**config.mk**
```make
export PLATFORM = sky130hd
export DESIGN_NAME = id_ex_stage_flat
export DESIGN_NICKNAME = d
export VERILOG_FILES = /design/src/rtl/id_ex_stage_if.sv /design/src/rtl/id_ex_stage.sv /design/src/flat_wrapper.sv
export SDC_FILE = /design/constraint.sdc
export NUM_CORES = 1
export LEC_CHECK = 0
export CAP_MARGIN = 20
export CELL_PAD_IN_SITES_DETAIL_PLACEMENT = 1
export CELL_PAD_IN_SITES_GLOBAL_PLACEMENT = 1
export CORE_ASPECT_RATIO = 0.9
export CORE_MARGIN = 2
export CORE_UTILIZATION = 29
export DETAILED_ROUTE_END_ITERATION = 6
export PLACE_DENSITY_LB_ADDON = 0.1
export RECOVER_POWER = 100
export SLEW_MARGIN = 10
export SYNTH_ARGS = -nofsm -noshare
export SYNTH_HDL_FRONTEND = slang
export SYNTH_SLANG_ARGS = --single-unit
```
**constraint.sdc**
```tcl
create_clock -name i_clk -period 2.5 [get_ports i_clk]
set_input_delay 0.25 -clock i_clk [delete_from_list [all_inputs] [get_ports i_clk]]
set_output_delay 0.25 -clock i_clk [all_outputs]
set_load 0.1 [all_outputs]
```
**src/rtl/id_ex_stage_if.sv**
```systemverilog
// Decode-to-execute bus: decoded instruction, forwarding sources and the
// registered operand/control word handed to the ALU.
interface id_ex_stage_if #(
    parameter int XLEN   = 32,
    parameter int CTRL_W = 16,
    parameter int REG_AW = 5
);
    logic              i_valid;
    logic              o_ready;
    logic [XLEN-1:0]   i_pc;
    logic [XLEN-1:0]   i_rs1_data;
    logic [XLEN-1:0]   i_rs2_data;
    logic [XLEN-1:0]   i_imm;
    logic [REG_AW-1:0] i_rs1_addr;
    logic [REG_AW-1:0] i_rs2_addr;
    logic [REG_AW-1:0] i_rd_addr;
    logic              i_useRs1;
    logic              i_useRs2;
    logic              i_selA;
    logic              i_selB;
    logic [CTRL_W-1:0] i_aluCtrl;
    logic              i_isLoad;
    logic              i_regWrite;
    logic              i_flush;
    logic              i_exmem_regWrite;
    logic [REG_AW-1:0] i_exmem_rd;
    logic [XLEN-1:0]   i_exmem_result;
    logic              i_memwb_regWrite;
    logic [REG_AW-1:0] i_memwb_rd;
    logic [XLEN-1:0]   i_memwb_result;
    logic              i_ready;
    logic              o_valid;
    logic [XLEN-1:0]   o_a;
    logic [XLEN-1:0]   o_b;
    logic [CTRL_W-1:0] o_aluCtrl;
    logic [XLEN-1:0]   o_rs2;
    logic [XLEN-1:0]   o_pc;
    logic [REG_AW-1:0] o_rd;
    logic              o_regWrite;
    logic              o_isLoad;

    modport slave (
        input  i_valid, i_pc, i_rs1_data, i_rs2_data, i_imm,
               i_rs1_addr, i_rs2_addr, i_rd_addr, i_useRs1, i_useRs2,
               i_selA, i_selB, i_aluCtrl, i_isLoad, i_regWrite, i_flush,
               i_exmem_regWrite, i_exmem_rd, i_exmem_result,
               i_memwb_regWrite, i_memwb_rd, i_memwb_result, i_ready,
        output o_ready, o_valid, o_a, o_b, o_aluCtrl, o_rs2, o_pc, o_rd,
               o_regWrite, o_isLoad
    );

    modport master (
        output i_valid, i_pc, i_rs1_data, i_rs2_data, i_imm,
               i_rs1_addr, i_rs2_addr, i_rd_addr, i_useRs1, i_useRs2,
               i_selA, i_selB, i_aluCtrl, i_isLoad, i_regWrite, i_flush,
               i_exmem_regWrite, i_exmem_rd, i_exmem_result,
               i_memwb_regWrite, i_memwb_rd, i_memwb_result, i_ready,
        input  o_ready, o_valid, o_a, o_b, o_aluCtrl, o_rs2, o_pc, o_rd,
               o_regWrite, o_isLoad
    );
endinterface

```
**src/rtl/id_ex_stage.sv**
```systemverilog
// ID/EX pipeline register: operand forwarding and select, load-use bubble
// insertion, valid/ready stall and flush.
module id_ex_stage #(
    parameter int XLEN   = 32,
    parameter int CTRL_W = 16,
    parameter int REG_AW = 5
) (
    input  logic          i_clk,
    input  logic          i_rst_n,
    id_ex_stage_if.slave  bus
);
    logic [XLEN-1:0] fwd_rs1;
    logic [XLEN-1:0] fwd_rs2;
    logic [XLEN-1:0] op_a;
    logic [XLEN-1:0] op_b;
    logic            hazard;
    logic            adv;

    // EX/MEM is the younger result, so it wins over MEM/WB; x0 never forwards.
    always_comb begin
        fwd_rs1 = bus.i_rs1_data;
        if (bus.i_rs1_addr != '0) begin
            if (bus.i_exmem_regWrite && (bus.i_exmem_rd == bus.i_rs1_addr))
                fwd_rs1 = bus.i_exmem_result;
            else if (bus.i_memwb_regWrite && (bus.i_memwb_rd == bus.i_rs1_addr))
                fwd_rs1 = bus.i_memwb_result;
        end
    end

    always_comb begin
        fwd_rs2 = bus.i_rs2_data;
        if (bus.i_rs2_addr != '0) begin
            if (bus.i_exmem_regWrite && (bus.i_exmem_rd == bus.i_rs2_addr))
                fwd_rs2 = bus.i_exmem_result;
            else if (bus.i_memwb_regWrite && (bus.i_memwb_rd == bus.i_rs2_addr))
                fwd_rs2 = bus.i_memwb_result;
        end
    end

    assign op_a = bus.i_selA ? bus.i_pc  : fwd_rs1;
    assign op_b = bus.i_selB ? bus.i_imm : fwd_rs2;

    // A load held here has no data yet, so a dependent instruction must wait a cycle.
    assign hazard = bus.o_valid && bus.o_isLoad && (bus.o_rd != '0) &&
                    ((bus.i_useRs1 && (bus.i_rs1_addr == bus.o_rd)) ||
                     (bus.i_useRs2 && (bus.i_rs2_addr == bus.o_rd)));
    assign adv         = !bus.o_valid || bus.i_ready;
    assign bus.o_ready = bus.i_flush || (adv && !hazard);

    // Flush outranks everything; payload fields not listed in a branch simply hold.
    always_ff @(posedge i_clk or negedge i_rst_n) begin
        if (!i_rst_n) begin
            bus.o_valid    <= 1'b0;
            bus.o_a        <= '0;
            bus.o_b        <= '0;
            bus.o_aluCtrl  <= '0;
            bus.o_rs2      <= '0;
            bus.o_pc       <= '0;
            bus.o_rd       <= '0;
            bus.o_regWrite <= 1'b0;
            bus.o_isLoad   <= 1'b0;
        end else if (bus.i_flush) begin
            bus.o_valid    <= 1'b0;
            bus.o_regWrite <= 1'b0;
            bus.o_isLoad   <= 1'b0;
        end else if (adv && hazard) begin
            bus.o_valid    <= 1'b0;
            bus.o_regWrite <= 1'b0;
            bus.o_isLoad   <= 1'b0;
            bus.o_aluCtrl  <= '0;
        end else if (adv && bus.i_valid) begin
            bus.o_valid    <= 1'b1;
            bus.o_a        <= op_a;
            bus.o_b        <= op_b;
            bus.o_aluCtrl  <= bus.i_aluCtrl;
            bus.o_rs2      <= fwd_rs2;
            bus.o_pc       <= bus.i_pc;
            bus.o_rd       <= bus.i_rd_addr;
            bus.o_regWrite <= bus.i_regWrite;
            bus.o_isLoad   <= bus.i_isLoad;
        end else if (adv) begin
            bus.o_valid    <= 1'b0;
            bus.o_regWrite <= 1'b0;
        end
    end
endmodule
```
**src/flat_wrapper.sv**
```systemverilog
// flat-port wrapper written by rule: the top's interface ports become plain ports
module id_ex_stage_flat 
#(
    parameter int XLEN   = 32,
    parameter int CTRL_W = 16,
    parameter int REG_AW = 5
)
  (i_clk, i_rst_n, bus_i_valid, bus_i_pc, bus_i_rs1_data, bus_i_rs2_data, bus_i_imm, bus_i_rs1_addr, bus_i_rs2_addr, bus_i_rd_addr, bus_i_useRs1, bus_i_useRs2, bus_i_selA, bus_i_selB, bus_i_aluCtrl, bus_i_isLoad, bus_i_regWrite, bus_i_flush, bus_i_exmem_regWrite, bus_i_exmem_rd, bus_i_exmem_result, bus_i_memwb_regWrite, bus_i_memwb_rd, bus_i_memwb_result, bus_i_ready, bus_o_ready, bus_o_valid, bus_o_a, bus_o_b, bus_o_aluCtrl, bus_o_rs2, bus_o_pc, bus_o_rd, bus_o_regWrite, bus_o_isLoad);
  id_ex_stage_if #(.XLEN(XLEN), .CTRL_W(CTRL_W), .REG_AW(REG_AW)) bus_i ();
  input  logic i_clk;
  input  logic i_rst_n;
  input wire logic [$bits(bus_i.i_valid)-1:0] bus_i_valid;
  input wire logic [$bits(bus_i.i_pc)-1:0] bus_i_pc;
  input wire logic [$bits(bus_i.i_rs1_data)-1:0] bus_i_rs1_data;
  input wire logic [$bits(bus_i.i_rs2_data)-1:0] bus_i_rs2_data;
  input wire logic [$bits(bus_i.i_imm)-1:0] bus_i_imm;
  input wire logic [$bits(bus_i.i_rs1_addr)-1:0] bus_i_rs1_addr;
  input wire logic [$bits(bus_i.i_rs2_addr)-1:0] bus_i_rs2_addr;
  input wire logic [$bits(bus_i.i_rd_addr)-1:0] bus_i_rd_addr;
  input wire logic [$bits(bus_i.i_useRs1)-1:0] bus_i_useRs1;
  input wire logic [$bits(bus_i.i_useRs2)-1:0] bus_i_useRs2;
  input wire logic [$bits(bus_i.i_selA)-1:0] bus_i_selA;
  input wire logic [$bits(bus_i.i_selB)-1:0] bus_i_selB;
  input wire logic [$bits(bus_i.i_aluCtrl)-1:0] bus_i_aluCtrl;
  input wire logic [$bits(bus_i.i_isLoad)-1:0] bus_i_isLoad;
  input wire logic [$bits(bus_i.i_regWrite)-1:0] bus_i_regWrite;
  input wire logic [$bits(bus_i.i_flush)-1:0] bus_i_flush;
  input wire logic [$bits(bus_i.i_exmem_regWrite)-1:0] bus_i_exmem_regWrite;
  input wire logic [$bits(bus_i.i_exmem_rd)-1:0] bus_i_exmem_rd;
  input wire logic [$bits(bus_i.i_exmem_result)-1:0] bus_i_exmem_result;
  input wire logic [$bits(bus_i.i_memwb_regWrite)-1:0] bus_i_memwb_regWrite;
  input wire logic [$bits(bus_i.i_memwb_rd)-1:0] bus_i_memwb_rd;
  input wire logic [$bits(bus_i.i_memwb_result)-1:0] bus_i_memwb_result;
  input wire logic [$bits(bus_i.i_ready)-1:0] bus_i_ready;
  output wire logic [$bits(bus_i.o_ready)-1:0] bus_o_ready;
  output wire logic [$bits(bus_i.o_valid)-1:0] bus_o_valid;
  output wire logic [$bits(bus_i.o_a)-1:0] bus_o_a;
  output wire logic [$bits(bus_i.o_b)-1:0] bus_o_b;
  output wire logic [$bits(bus_i.o_aluCtrl)-1:0] bus_o_aluCtrl;
  output wire logic [$bits(bus_i.o_rs2)-1:0] bus_o_rs2;
  output wire logic [$bits(bus_i.o_pc)-1:0] bus_o_pc;
  output wire logic [$bits(bus_i.o_rd)-1:0] bus_o_rd;
  output wire logic [$bits(bus_i.o_regWrite)-1:0] bus_o_regWrite;
  output wire logic [$bits(bus_i.o_isLoad)-1:0] bus_o_isLoad;
  assign bus_i.i_valid = bus_i_valid;
  assign bus_i.i_pc = bus_i_pc;
  assign bus_i.i_rs1_data = bus_i_rs1_data;
  assign bus_i.i_rs2_data = bus_i_rs2_data;
  assign bus_i.i_imm = bus_i_imm;
  assign bus_i.i_rs1_addr = bus_i_rs1_addr;
  assign bus_i.i_rs2_addr = bus_i_rs2_addr;
  assign bus_i.i_rd_addr = bus_i_rd_addr;
  assign bus_i.i_useRs1 = bus_i_useRs1;
  assign bus_i.i_useRs2 = bus_i_useRs2;
  assign bus_i.i_selA = bus_i_selA;
  assign bus_i.i_selB = bus_i_selB;
  assign bus_i.i_aluCtrl = bus_i_aluCtrl;
  assign bus_i.i_isLoad = bus_i_isLoad;
  assign bus_i.i_regWrite = bus_i_regWrite;
  assign bus_i.i_flush = bus_i_flush;
  assign bus_i.i_exmem_regWrite = bus_i_exmem_regWrite;
  assign bus_i.i_exmem_rd = bus_i_exmem_rd;
  assign bus_i.i_exmem_result = bus_i_exmem_result;
  assign bus_i.i_memwb_regWrite = bus_i_memwb_regWrite;
  assign bus_i.i_memwb_rd = bus_i_memwb_rd;
  assign bus_i.i_memwb_result = bus_i_memwb_result;
  assign bus_i.i_ready = bus_i_ready;
  assign bus_o_ready = bus_i.o_ready;
  assign bus_o_valid = bus_i.o_valid;
  assign bus_o_a = bus_i.o_a;
  assign bus_o_b = bus_i.o_b;
  assign bus_o_aluCtrl = bus_i.o_aluCtrl;
  assign bus_o_rs2 = bus_i.o_rs2;
  assign bus_o_pc = bus_i.o_pc;
  assign bus_o_rd = bus_i.o_rd;
  assign bus_o_regWrite = bus_i.o_regWrite;
  assign bus_o_isLoad = bus_i.o_isLoad;
  id_ex_stage #(.XLEN(XLEN), .CTRL_W(CTRL_W), .REG_AW(REG_AW)) u_core (.i_clk(i_clk), .i_rst_n(i_rst_n), .bus(bus_i));
endmodule
```
# Word level (Yosys, flattened, before mapping)
# Index checks and enable logic that the tools add are counted.
op_classes:
  n_mux: 20
  n_eq_ne: 6
  reduce_logical: 25
  bitwise_logic: 2
ops:
  columns: ["op", "n"]
  rows:
  - ["2-to-1 mux 32 bit", 8]
  - ["2-to-1 mux 16 bit", 2]
  - ["== test 5 bit", 6]
  - ["nonzero test 5 bit", 3]
  - ["logical AND 1 bit", 12]
  - ["2-to-1 mux 1 bit", 10]
  - ["nonzero test 4 bit", 1]
  - ["logical OR 1 bit", 3]
  - ["AND reduction 3 bit", 1]
  - ["nonzero test 3 bit", 1]
  - ["zero test 1 bit", 2]
  - ["inverter 1 bit", 2]
  - ["AND reduction 2 bit", 1]
  - ["nonzero test 2 bit", 1]
word_totals:
  elab_cells: 62
  ff_bits: 152
  in_bits: 246

# Depth between registers and ports, before layout
# Gate-level depths: netlist (run 1).
depth:
  depth_word: 7
  mapped_depth: 9
  mapped_depth_nobuf: 6

# Worst setup path before layout (run 1)
# No wires, ideal clock.
synth_timing:
  kind: "register -> output"
  startpoint: "register u_core.bus.o_rd[1]"
  endpoint: "output bus_o_ready"
  arrival_time_ps: 2359
  t_required_ps: 2250
  stages_incl_launch_ff: 5
  path_slack_ps: -109
  n_path_buf: 0
  cell_sequence: "dfrtp_1 > or3_1 > o311a_4 > nand2_1 > a21o_1"
synth_between:
  elab_chain_cells: 7
  elab_cells_between_ends: 11
  cone_classes: "eq/ne: 2; reduce/logical: 9"
synth_rtl:
  columns: ["element", "line_no", "text"]
  rows:
  - ["from (decl)", "id_ex_stage_if.sv:48", "output o_ready, o_valid, o_a, o_b, o_aluCtrl, o_rs2, o_pc, o_rd,"]
  - ["from (signal assigned)", "id_ex_stage.sv:78", "bus.o_rd <= bus.i_rd_addr;"]
  - ["== test 5 bit, on equally long branches", "id_ex_stage.sv:45, id_ex_stage.sv:46", null]
  - ["logical AND 1 bit, on equally long branches", "id_ex_stage.sv:45, id_ex_stage.sv:46", null]
  - ["logical OR 1 bit", "id_ex_stage.sv:45", "((bus.i_useRs1 && (bus.i_rs1_addr == bus.o_rd)) ||"]
  - ["logical AND 1 bit *", "id_ex_stage.sv:44", "assign hazard = bus.o_valid && bus.o_isLoad && (bus.o_rd != '0) &&"]
  - ["zero test 1 bit *", "id_ex_stage.sv:48", "assign bus.o_ready = bus.i_flush || (adv && !hazard);"]
  - ["logical AND 1 bit *", "id_ex_stage.sv:48", null]
  - ["logical OR 1 bit *", "id_ex_stage.sv:48", null]
  - ["to (decl)", "flat_wrapper.sv:35", "output wire logic [$bits(bus_i.o_ready)-1:0] bus_o_ready;"]
# Mark *: on every way between the ends. The rest lies on a longest branch, timed or not.

# Worst setup path after layout (run 1)
layout_timing:
  startpoint: "register u_core.bus.o_rd[1]"
  endpoint: "register u_core.bus.o_a[1]"
layout_between:
  elab_chain_cells: 7
  elab_cells_between_ends: 11
  cone_classes: "eq/ne: 2; bitwise: 1; reduce/logical: 8"
layout_rtl:
  columns: ["element", "line_no", "text"]
  rows:
  - ["== test 5 bit, on equally long branches", "id_ex_stage.sv:45, id_ex_stage.sv:46", null]
  - ["logical AND 1 bit, on equally long branches", "id_ex_stage.sv:45, id_ex_stage.sv:46", null]
  - ["logical OR 1 bit", "id_ex_stage.sv:45", null]
  - ["logical AND 1 bit *", "id_ex_stage.sv:44", null]
  - ["logical AND 1 bit *", "id_ex_stage.sv:66", "end else if (adv && hazard) begin"]
  - ["inverter 1 bit (no line) *", null, null]
  - ["AND reduction 3 bit (no line) *", null, null]
  - ["to (signal assigned)", "id_ex_stage.sv:73", "bus.o_a <= op_a;"]
  - ["to (decl)", "id_ex_stage_if.sv:48", null]
# Marks and branches as above.
# A chain may end at the register's enable or synchronous reset.

==> flow_metrics.env, run 1 <==
export IMPL_r2r_end="u_core.bus.o_a[1]"
export IMPL_hold_viol=0
export IMPL_synth_async_sr_flop_share_pct=100
export IMPL_viasPerCell=5.06
export IMPL_synth_area_leaders="dfrtp_1 47%, nand2_1 13%, o41ai_2 6.4%"
export IMPL_use_met3_pct=6.87
export IMPL_critPathArrivalTime_ns=2.73
export IMPL_cts_tree="done"
export IMPL_final_common_cell="nand2_1"
export IMPL_period_share_pct=96.5
export IMPL_crit_start="u_core.bus.o_rd[1]"
export IMPL_cap_violations=1
export IMPL_multiInputGateArea_mm2=0.00391
export IMPL_clock_sinks=152
export IMPL_coreArea_mm2=0.0278
export IMPL_final_util_pct=44.6
export IMPL_relSlewSlack_pct=-7.62
export IMPL_max_clock_freq_mhz=415
export IMPL_synth_fp_nets=1152
export IMPL_antenna_found_initial=3
export IMPL_clock_latency_ns=0.43
export IMPL_ioPinCount=399
export IMPL_netlist_instances=906
export IMPL_drive_above_1_share_pct=11.7
export IMPL_maxSlewViolCount=50
export IMPL_seq_area_mm2=0.00381
export IMPL_layout_cells_non_filler=1683
export IMPL_worst_r2r_setup_slack_ns=0.09
export IMPL_place_area_mm2=0.0126
export IMPL_rsz0062_at_grt="no"
export IMPL_postRouteAntennaNets=0
export IMPL_clk_pin_slew_ns=0.08
export IMPL_initial_core_util_pct=29.3
export IMPL_gr_usage_met1_pct=35.0
export IMPL_post_cts_buffers=0
export IMPL_grt_usage_pct=25.5
export IMPL_hpwl_um=29400
export IMPL_grtUsageMet2_pct=39.8
export IMPL_period_needed_ns=2.41
export IMPL_grt_busiest_layer="met2"
export IMPL_grt_pass1_wl_um=56900
export IMPL_status="complete, but fails checks"
export IMPL_cts_resized=0
export IMPL_h_tree_depth=4
export IMPL_cts_buffers=17
export IMPL_num_rows=58
export IMPL_fp_dieW_um=181
export IMPL_numPortBuffers=398
export IMPL_peakVddDrop_mv=0.447
export IMPL_fillers=3333
export IMPL_fin_area_mm2=0.0124
export IMPL_hold_path_class="input port to flop"
export IMPL_synth_edff_count=0
export IMPL_grt_pass1_vias=9082
export IMPL_setup_viol=0
export IMPL_min_from="bus_i_rd_addr[3]"
export IMPL_routed_wl_um=37800
export IMPL_synth_cell_types=38
export IMPL_yosys_warnings=0
export IMPL_die_area_mm2=0.0295
export IMPL_power_density_mw_per_mm2=851
export IMPL_grt_overflow_total=0
export IMPL_first_iter_violations=585
export IMPL_placed_cells_incl_taps=1648
export IMPL_reg2reg_depth=6
export IMPL_clockBufferDepth=2
export IMPL_netlist_area_leader_share_pct=46.6
export IMPL_place_congestion=0.893
export IMPL_critPathCaptureType="flop"
export IMPL_critPathMaxFanout=28
export IMPL_nets=1554
export IMPL_num_vias=8517
export IMPL_leakagePower_nw=5.35
export IMPL_failed_checks="capacitance limit, slew limit"
export IMPL_crit_required_ns=2.82
export IMPL_grt_start_max_net_pins=55
export IMPL_yosys_area_top_type="dfrtp_1"
export IMPL_syn_area_mm2=0.00815
export IMPL_die_y_um=163
export IMPL_syn_area_per_cell_um2=9.00
export IMPL_yosys_register_bits=152
export IMPL_worst_pin_slew_ns=1.61
export IMPL_r2r_start="u_core.bus.o_rd[1]"
export IMPL_synth_main_ff_cell="dfrtp_1"
export IMPL_criticalPathCategory="flop to flop"
export IMPL_start_kind="flop"
export IMPL_synthToLayoutAreaGrowth_pct=52.2
export IMPL_endpoint="u_core.bus.o_a[1]"
export IMPL_firstDrtPassIters=5
export IMPL_fin_skew_ns=0.0126
export IMPL_cts_root_buf="clkbuf_16"
export IMPL_ys_seq_area_share_pct=46.6
export IMPL_layout_common_cells="274 x nand2_1, 244 x clkdlybuf4s50_1, 155 x clkbuf_1, 149 x dfrtp_1"
export IMPL_routedWlPerCell_um=22.5
export IMPL_drc=0
report_power, final:
part | switching, mW | leakage, nW | internal, mW
registers | 0.259 | 1.88 | 2.86
clock network | 1.26 | 0.268 | 1.31
logic | 3.93 | 3.21 | 0.933
total | 5.45 | 5.35 | 5.11
routing by layer:
| metal | share of wire (%) | up-vias |
|---|---|---|
| met5 | 0.034 | - |
| met4 | 2.1 | 2 |
| met3 | 7.0 | 40 |
| met2 | 45 | 300 |
| met1 | 46 | 4148 |
| li1 | - | 4027 |
state kept, by name, summed over array words and instances (netlist names):
signal                 cells
u_core.bus.o_rs2          32
u_core.bus.o_pc           32
u_core.bus.o_isLoad        1
u_core.bus.o_b            32
u_core.bus.o_aluCtrl      16
u_core.bus.o_rd            5
u_core.bus.o_valid         1
u_core.bus.o_regWrite      1
u_core.bus.o_a            32
critical path: stages (launching register included):
cell and delay (ns):
dfrtp_1 0.46, or3_1 0.40, o311a_1 0.38, a21bo_1 0.31
buf_12 0.20, buf_6 0.16, o41ai_1 0.38
cell usage after synthesis, types with 2 or more instances:
library cell	instances
nor2_1	34
o22ai_1	32
a21oi_1	2
clkbuf_1	36
nand2b_1	3
or2_2	32
or4_1	2
o21ai_0	34
o41ai_2	32
nand4_1	3
xor2_1	16
buf_6	6
or3_1	35
nand2_1	274
xnor2_1	14
o221ai_1	32
a22o_1	17
nor4_1	4
o211ai_1	32
buf_2	31
dfrtp_1	152
and3_1	33
nand3_1	35
worst min path at each step:
stage	slack, ns	cells past startpoint	to
2_1_floorplan	-0.05	0	u_core.bus.o_a[0]
4_1_cts	0.34	3	u_core.bus.o_rd[3]
3_3_place_gp	0.26	1	u_core.bus.o_pc[1]
3_5_place_dp	0.26	1	u_core.bus.o_pc[1]
6_report	0.35	3	u_core.bus.o_rd[3]
5_1_grt	0.35	3	u_core.bus.o_rd[2]
what timing repair did:
action,CTS,global route
hold endpoints to repair,49,0
setup endpoints to repair,0,0
hold buffers,1,0
per-stage QoR:
| step | setup TNS, ns | hold WS, ns | power, mW | setup slack [ns] |
|---|---|---|---|---|
| floorplan | 0 | -0.0456 | 6.82 | 0.221 |
| global placement | -6.10 | 0.260 | 8.41 | -0.202 |
| detailed placement | -5.33 | 0.261 | 8.46 | -0.187 |
| CTS | 0 | 0.338 | 11.1 | 0.128 |
| global route | 0 | 0.351 | 11.0 | 0.0169 |
| finish | 0 | 0.352 | 10.6 | 0.0875 |
final cells by class:
class                           count  area share, %
Tap cell                          360           3.63
Antenna cell                        2         0.0403
Inverter                            1         0.0302
Timing Repair Buffer              459           29.6
Clock buffer                       17           3.43
Sequential cell                   152           30.7
Multi-Input combinational cell    677           31.5
Clock inverter                     15           1.07
logic make-up after synthesis:
logic type | after synthesis | share of synthesized area, %
buffers and inverters | 77 | 4.63
AO/OA/AOI/OAI | 189 | 20.3
flip-flops | 152 | 46.6
AND/OR/NAND/NOR | 458 | 25.2
XOR/XNOR | 30 | 3.22
No activity file was read; power rests on OpenSTA's default activity.
==> run 2: changes to the inputs <==
--- a/config.mk
+++ b/config.mk
@@ -11,6 +11,7 @@
 export CORE_ASPECT_RATIO = 0.9
 export CORE_MARGIN = 2
 export CORE_UTILIZATION = 29
+export CTS_CLUSTER_SIZE = 16
 export DETAILED_ROUTE_END_ITERATION = 6
 export PLACE_DENSITY_LB_ADDON = 0.1
 export RECOVER_POWER = 100
==> results of run 2 <==
The final DEF is identical to that of run 1; final timing and power are the same.
